$ cat config.mk
export PLATFORM = sky130hd
export DESIGN_NAME = ctrl_pipe
export DESIGN_NICKNAME = d
export VERILOG_FILES = /design/src/rtl/riscv_ctrl_pkg.sv /design/src/rtl/ctrl_stage_reg.sv /design/src/rtl/ctrl_pipe.sv
export SDC_FILE = /design/constraint.sdc
export NUM_CORES = 1
export LEC_CHECK = 0
export CORE_MARGIN = 2
export CORE_UTILIZATION = 47
export DETAILED_ROUTE_END_ITERATION = 6
export PLACE_DENSITY = 0.86
export RECOVER_POWER = 100
export SETUP_SLACK_MARGIN = 0.2
export SYNTH_ARGS = -nofsm -noshare
export SYNTH_HDL_FRONTEND = slang
export SYNTH_SLANG_ARGS = --single-unit
$ cat constraint.sdc
create_clock -name clk -period 1.85 [get_ports clk]
set_clock_uncertainty 0.1 [all_clocks]
set_input_delay 0.185 -clock clk [delete_from_list [all_inputs] [get_ports clk]]
set_output_delay 0.185 -clock clk [all_outputs]
set_load 0.05 [all_outputs]
$ cat src/rtl/riscv_ctrl_pkg.sv
// Shared control-path constants for the RISC-V decoder and its pipeline registers.
// Holds the writeback-select encodings, bubble field values and opcode map.
package riscv_ctrl_pkg;

    localparam logic [1:0] RES_ALU = 2'b00;
    localparam logic [1:0] RES_MEM = 2'b01;
    localparam logic [1:0] RES_PC4 = 2'b10;

    // A bubble is a slot with every enable low and writeback selecting the ALU.
    localparam logic       BUBBLE_EN  = 1'b0;
    localparam logic [1:0] BUBBLE_RES = RES_ALU;

    localparam int RD_W_DEF   = 5;
    localparam int ALUC_W_DEF = 3;

    localparam logic [6:0] OP_LOAD   = 7'b0000011;
    localparam logic [6:0] OP_STORE  = 7'b0100011;
    localparam logic [6:0] OP_RTYPE  = 7'b0110011;
    localparam logic [6:0] OP_ITYPE  = 7'b0010011;
    localparam logic [6:0] OP_BRANCH = 7'b1100011;
    localparam logic [6:0] OP_JAL    = 7'b1101111;

endpackage

$ cat src/rtl/ctrl_stage_reg.sv
// One pipeline boundary register for a packed control bundle.
// Async clear and synchronous clear both load the BUBBLE constant; en low holds.
module ctrl_stage_reg #(
    parameter int              W      = 8,
    parameter logic [W-1:0]    BUBBLE = '0
) (
    input  logic         clk,
    input  logic         rst_n,
    input  logic         en_i,
    input  logic         clr_i,
    input  logic [W-1:0] d_i,
    output logic [W-1:0] q_o
);

    logic [W-1:0] bundle_q;

    always_ff @(posedge clk or negedge rst_n) begin
        if (!rst_n) begin
            bundle_q <= BUBBLE;
        end else if (en_i) begin
            bundle_q <= clr_i ? BUBBLE : d_i;
        end
    end

    assign q_o = bundle_q;

endmodule

$ cat src/rtl/ctrl_pipe.sv
// Carries decoded control fields through ID/EX, EX/MEM and MEM/WB with flush and stall,
// and resolves the EX-stage fetch redirect.
module ctrl_pipe
    import riscv_ctrl_pkg::*;
#(
    parameter int RD_W   = RD_W_DEF,
    parameter int ALUC_W = ALUC_W_DEF
) (
    input  logic              clk,
    input  logic              rst_n,
    input  logic              RegWriteD,
    input  logic [1:0]        ResultSrcD,
    input  logic              MemWriteD,
    input  logic              JumpD,
    input  logic              BranchD,
    input  logic              ALUSrcD,
    input  logic [ALUC_W-1:0] ALUControlD,
    input  logic [RD_W-1:0]   RdD,
    input  logic              IllegalD,
    input  logic              FlushE,
    input  logic              StallAll,
    input  logic              ZeroE,
    output logic              RegWriteE,
    output logic [1:0]        ResultSrcE,
    output logic              MemWriteE,
    output logic              ALUSrcE,
    output logic [ALUC_W-1:0] ALUControlE,
    output logic [RD_W-1:0]   RdE,
    output logic              PCSrcE,
    output logic              IllegalE,
    output logic              RegWriteM,
    output logic [1:0]        ResultSrcM,
    output logic              MemWriteM,
    output logic [RD_W-1:0]   RdM,
    output logic              RegWriteW,
    output logic [1:0]        ResultSrcW,
    output logic [RD_W-1:0]   RdW
);

    localparam int EW = 8 + ALUC_W + RD_W;
    localparam int MW = 4 + RD_W;
    localparam int WW = 3 + RD_W;

    localparam logic [EW-1:0] E_BUBBLE = {BUBBLE_EN, BUBBLE_RES, BUBBLE_EN, BUBBLE_EN, BUBBLE_EN,
                                          BUBBLE_EN, {ALUC_W{1'b0}}, {RD_W{1'b0}}, 1'b0};
    localparam logic [EW-1:0] E_ILLEGAL = {E_BUBBLE[EW-1:1], 1'b1};
    localparam logic [MW-1:0] M_BUBBLE = {BUBBLE_EN, BUBBLE_RES, BUBBLE_EN, {RD_W{1'b0}}};
    localparam logic [WW-1:0] W_BUBBLE = {BUBBLE_EN, BUBBLE_RES, {RD_W{1'b0}}};

    logic [EW-1:0] e_d, e_q;
    logic [MW-1:0] m_d, m_q;
    logic [WW-1:0] w_d, w_q;
    logic          jumpE, branchE;
    logic          advance;

    assign advance = ~StallAll;

    // An illegal slot selects a constant bundle so decoder X never reaches the register.
    always_comb begin
        e_d = E_BUBBLE;
        if (IllegalD) begin
            e_d = E_ILLEGAL;
        end else begin
            e_d = {RegWriteD, ResultSrcD, MemWriteD, JumpD, BranchD, ALUSrcD,
                   ALUControlD, RdD, 1'b0};
        end
    end

    ctrl_stage_reg #(.W(EW), .BUBBLE(E_BUBBLE)) u_reg_e (
        .clk   (clk),
        .rst_n (rst_n),
        .en_i  (advance),
        .clr_i (FlushE),
        .d_i   (e_d),
        .q_o   (e_q)
    );

    assign {RegWriteE, ResultSrcE, MemWriteE, jumpE, branchE, ALUSrcE,
            ALUControlE, RdE, IllegalE} = e_q;

    assign m_d = {RegWriteE, ResultSrcE, MemWriteE, RdE};

    ctrl_stage_reg #(.W(MW), .BUBBLE(M_BUBBLE)) u_reg_m (
        .clk   (clk),
        .rst_n (rst_n),
        .en_i  (advance),
        .clr_i (1'b0),
        .d_i   (m_d),
        .q_o   (m_q)
    );

    assign {RegWriteM, ResultSrcM, MemWriteM, RdM} = m_q;

    assign w_d = {RegWriteM, ResultSrcM, RdM};

    ctrl_stage_reg #(.W(WW), .BUBBLE(W_BUBBLE)) u_reg_w (
        .clk   (clk),
        .rst_n (rst_n),
        .en_i  (advance),
        .clr_i (1'b0),
        .d_i   (w_d),
        .q_o   (w_q)
    );

    assign {RegWriteW, ResultSrcW, RdW} = w_q;

    // Bubbles carry Jump/Branch low, so the redirect is inherently suppressed for them.
    assign PCSrcE = jumpE | (branchE & ZeroE);

endmodule

==> metrics.txt <==
status finished, violations left; failing checks design-rule violations; Sum Neg Setup Slack 0 ps; Num CTS Buffers 5; Critical Path, Cell by Cell clkdlybuf4s25_1; max_cap viols 0; largest net degree at the start of global routing 50; P_leak slightly below 0.001 uW; core box area 2810 um2; CP Data Arrival Time 1360 ps; register area share after synthesis about 58%; initial antenna violation count 0; row count 19; CTS tree yes; CP top delay family buffers and inverters; first-pass GRT wire length ~4500 um; commonest non-fill, non-tap cells in the layout dfrtp_1 (33), dlygate4sd2_1 (30), mux2_2 (17), clkdlybuf4s50_1 (17); port bufs 52; antenna-violating nets left 0; CTS root buffer clkbuf_4; I/O pin total 53; commonest non-fill, non-tap cell in the layout dfrtp_1; slowest stage cell, crit path clkdlybuf4s25_1; Initial Util about 50%; Synth top area share between 50% and 60%; routed wire length per instance between 10 and 15 um; Hold Path Stages 4; critical path class reg -> out; DPL Wire Length 1900 um; vias in the first global route roughly 930; Final GP Congestion between 0.7 and 0.8; H-tree Lvls 2; CP Capture Type output port; crit path buf inv count 1; GRT Total Usage 17.8%; Yosys warnings 0; Die ar. 3470 um2; Reg2Reg Depth 1; Stages on worst setup path 1; Vias per Instance approximately 5.2; Final Critical Period 1650 ps; Startpoint Class flop; mapped cell area 1420 um2; Final setup viols 0; Hold-fix buffers, CTS 0; worst IR drop on VDD approximately 0.61 mV; WL final between 2000 and 3000 um; DRT Pass-1 Iters 7; CP peak stage delay between 600 and 700 ps; area growth from synthesis to layout 31.0%; Final Cell Area about 1900 um2; syn_area_per_cell roughly 14 um2; PD cells 851 nW/um2; worst hold slack approximately 230 ps; Worst Max-Slew Pin Slew just under 800 ps; Required @ worst endpoint ~1600 ps; gr ovfl total 0; unrepaired setup endpoints after global routing false; Fmax 0.607 GHz; total number of vias roughly 930; Nets about 170; fin crit share about 90%; area post-placement 1870 um2; Final Max Slew Viols 0; CP max FO 3; clk slew on worst S/H paths ~100 ps; DRC errors left 4; ranking of synthesized cells by area dfrtp_1 (58%), mux2_2 (13%), a22o_1 (9.3%); Post-CTS Setup Bufs 0; Distinct cells, synth 12; clk buf depth 2; Max transition margin about 48%; flops & latches, synth 33; # fillers 226; Skew-Pair Late Insertion Delay ~330 ps; die height around 59 um; Hold Fails Final Rpt 0; Synth Net Count around 120; Mapped Cells between 100 and 150; Hold WC Path Type in -> reg; Chip Width roughly 59 um; clock sink total 33; largest area contributor in the netlist dfrtp_1; n_diodes 0; share of cells above drive strength 1 a little under a fifth; DR iter-0 viols 31
[cell usage after synthesis]
| cell | instances |
|---|---|
| nor2b_1 | 15 |
| dfrtp_1 | 33 |
| buf_6 | 4 |
| o21ai_0 | 1 |
| buf_4 | 11 |
| nand2_1 | 1 |
| a21o_1 | 1 |
| mux2_2 | 17 |
| nand2b_1 | 1 |
| nor2_2 | 1 |
| buf_12 | 1 |
| a22o_1 | 15 |
[cell type report]
cell class / count / area, um2 / area share, %
clock buffer: 6 / 41.3 / 2.22
clock inverter: 2 / 10.0 / 0.538
multi-input combinational: 52 / 443 / 23.8
sequential: 33 / 826 / 44.4
tap: 31 / 38.8 / 2.09
timing repair buffer: 55 / 500 / 26.9
[layer usage]
layer	routed length (um)	share of wire (%)	track usage [%]	vias to the layer above
met2	1230	47	26.8	42
met3	236	9.0	7.69	5
met4	33	1.3	6.82	0
met1	1130	43	22.8	445
li1	-	-	-	433
met5	0	0	0	-
[stage by stage]
step	util, %	setup slack, ps	total power [uW]	std cells
3_3_place_gp	66.7	366	1260	171
2_1_floorplan	-	750	1110	101
6_report	66.3	204	1580	179
4_1_cts	67.1	246	1610	179
3_5_place_dp	66.7	360	1270	171
5_1_grt	66.3	131	1660	179
[logic make-up (layout without fill, tap and decap cells)]
family          count (synthesis)  count (layout)  share of synthesized area (%)
simple gates                   18              18                           7.76
flops                          33              33                           58.2
mux                            17              17                           13.5
buf+inv                        16              63                           10.4
compound gates                 17              17                           10.1
[power by group]
group          total, uW  switching [uW]  internal (uW)
combinational        400             262            138
sequential           802            30.4            772
clock                380             236            145
[flip-flops by register name, summed over array words and instances, names as in the netlist]
| register | cells |
|---|---|
| u_reg_w.q_o | 8 |
| u_reg_e.q_o | 16 |
| u_reg_m.q_o | 9 |
[worst paths after layout]
kind	from	to	slack (ps)
max	u_reg_e.q_o[1]	RdE[0]	200
min	StallAll	u_reg_e.q_o[0]	230
max reg2reg	u_reg_e.q_o[1]	u_reg_m.q_o[0]	940
min reg2reg	u_reg_w.q_o[3]	u_reg_w.q_o[3]	410
max in group asynchronous	rst_n	u_reg_e.q_o[3]	800
min in group asynchronous	rst_n	u_reg_m.q_o[1]	360
[repair_timing]
item,in CTS,in global routing
gates resized for setup,31,1
setup endpoints to repair,31,1
pin swaps,0,0
Note: power is estimated with default switching activity, not from simulation.
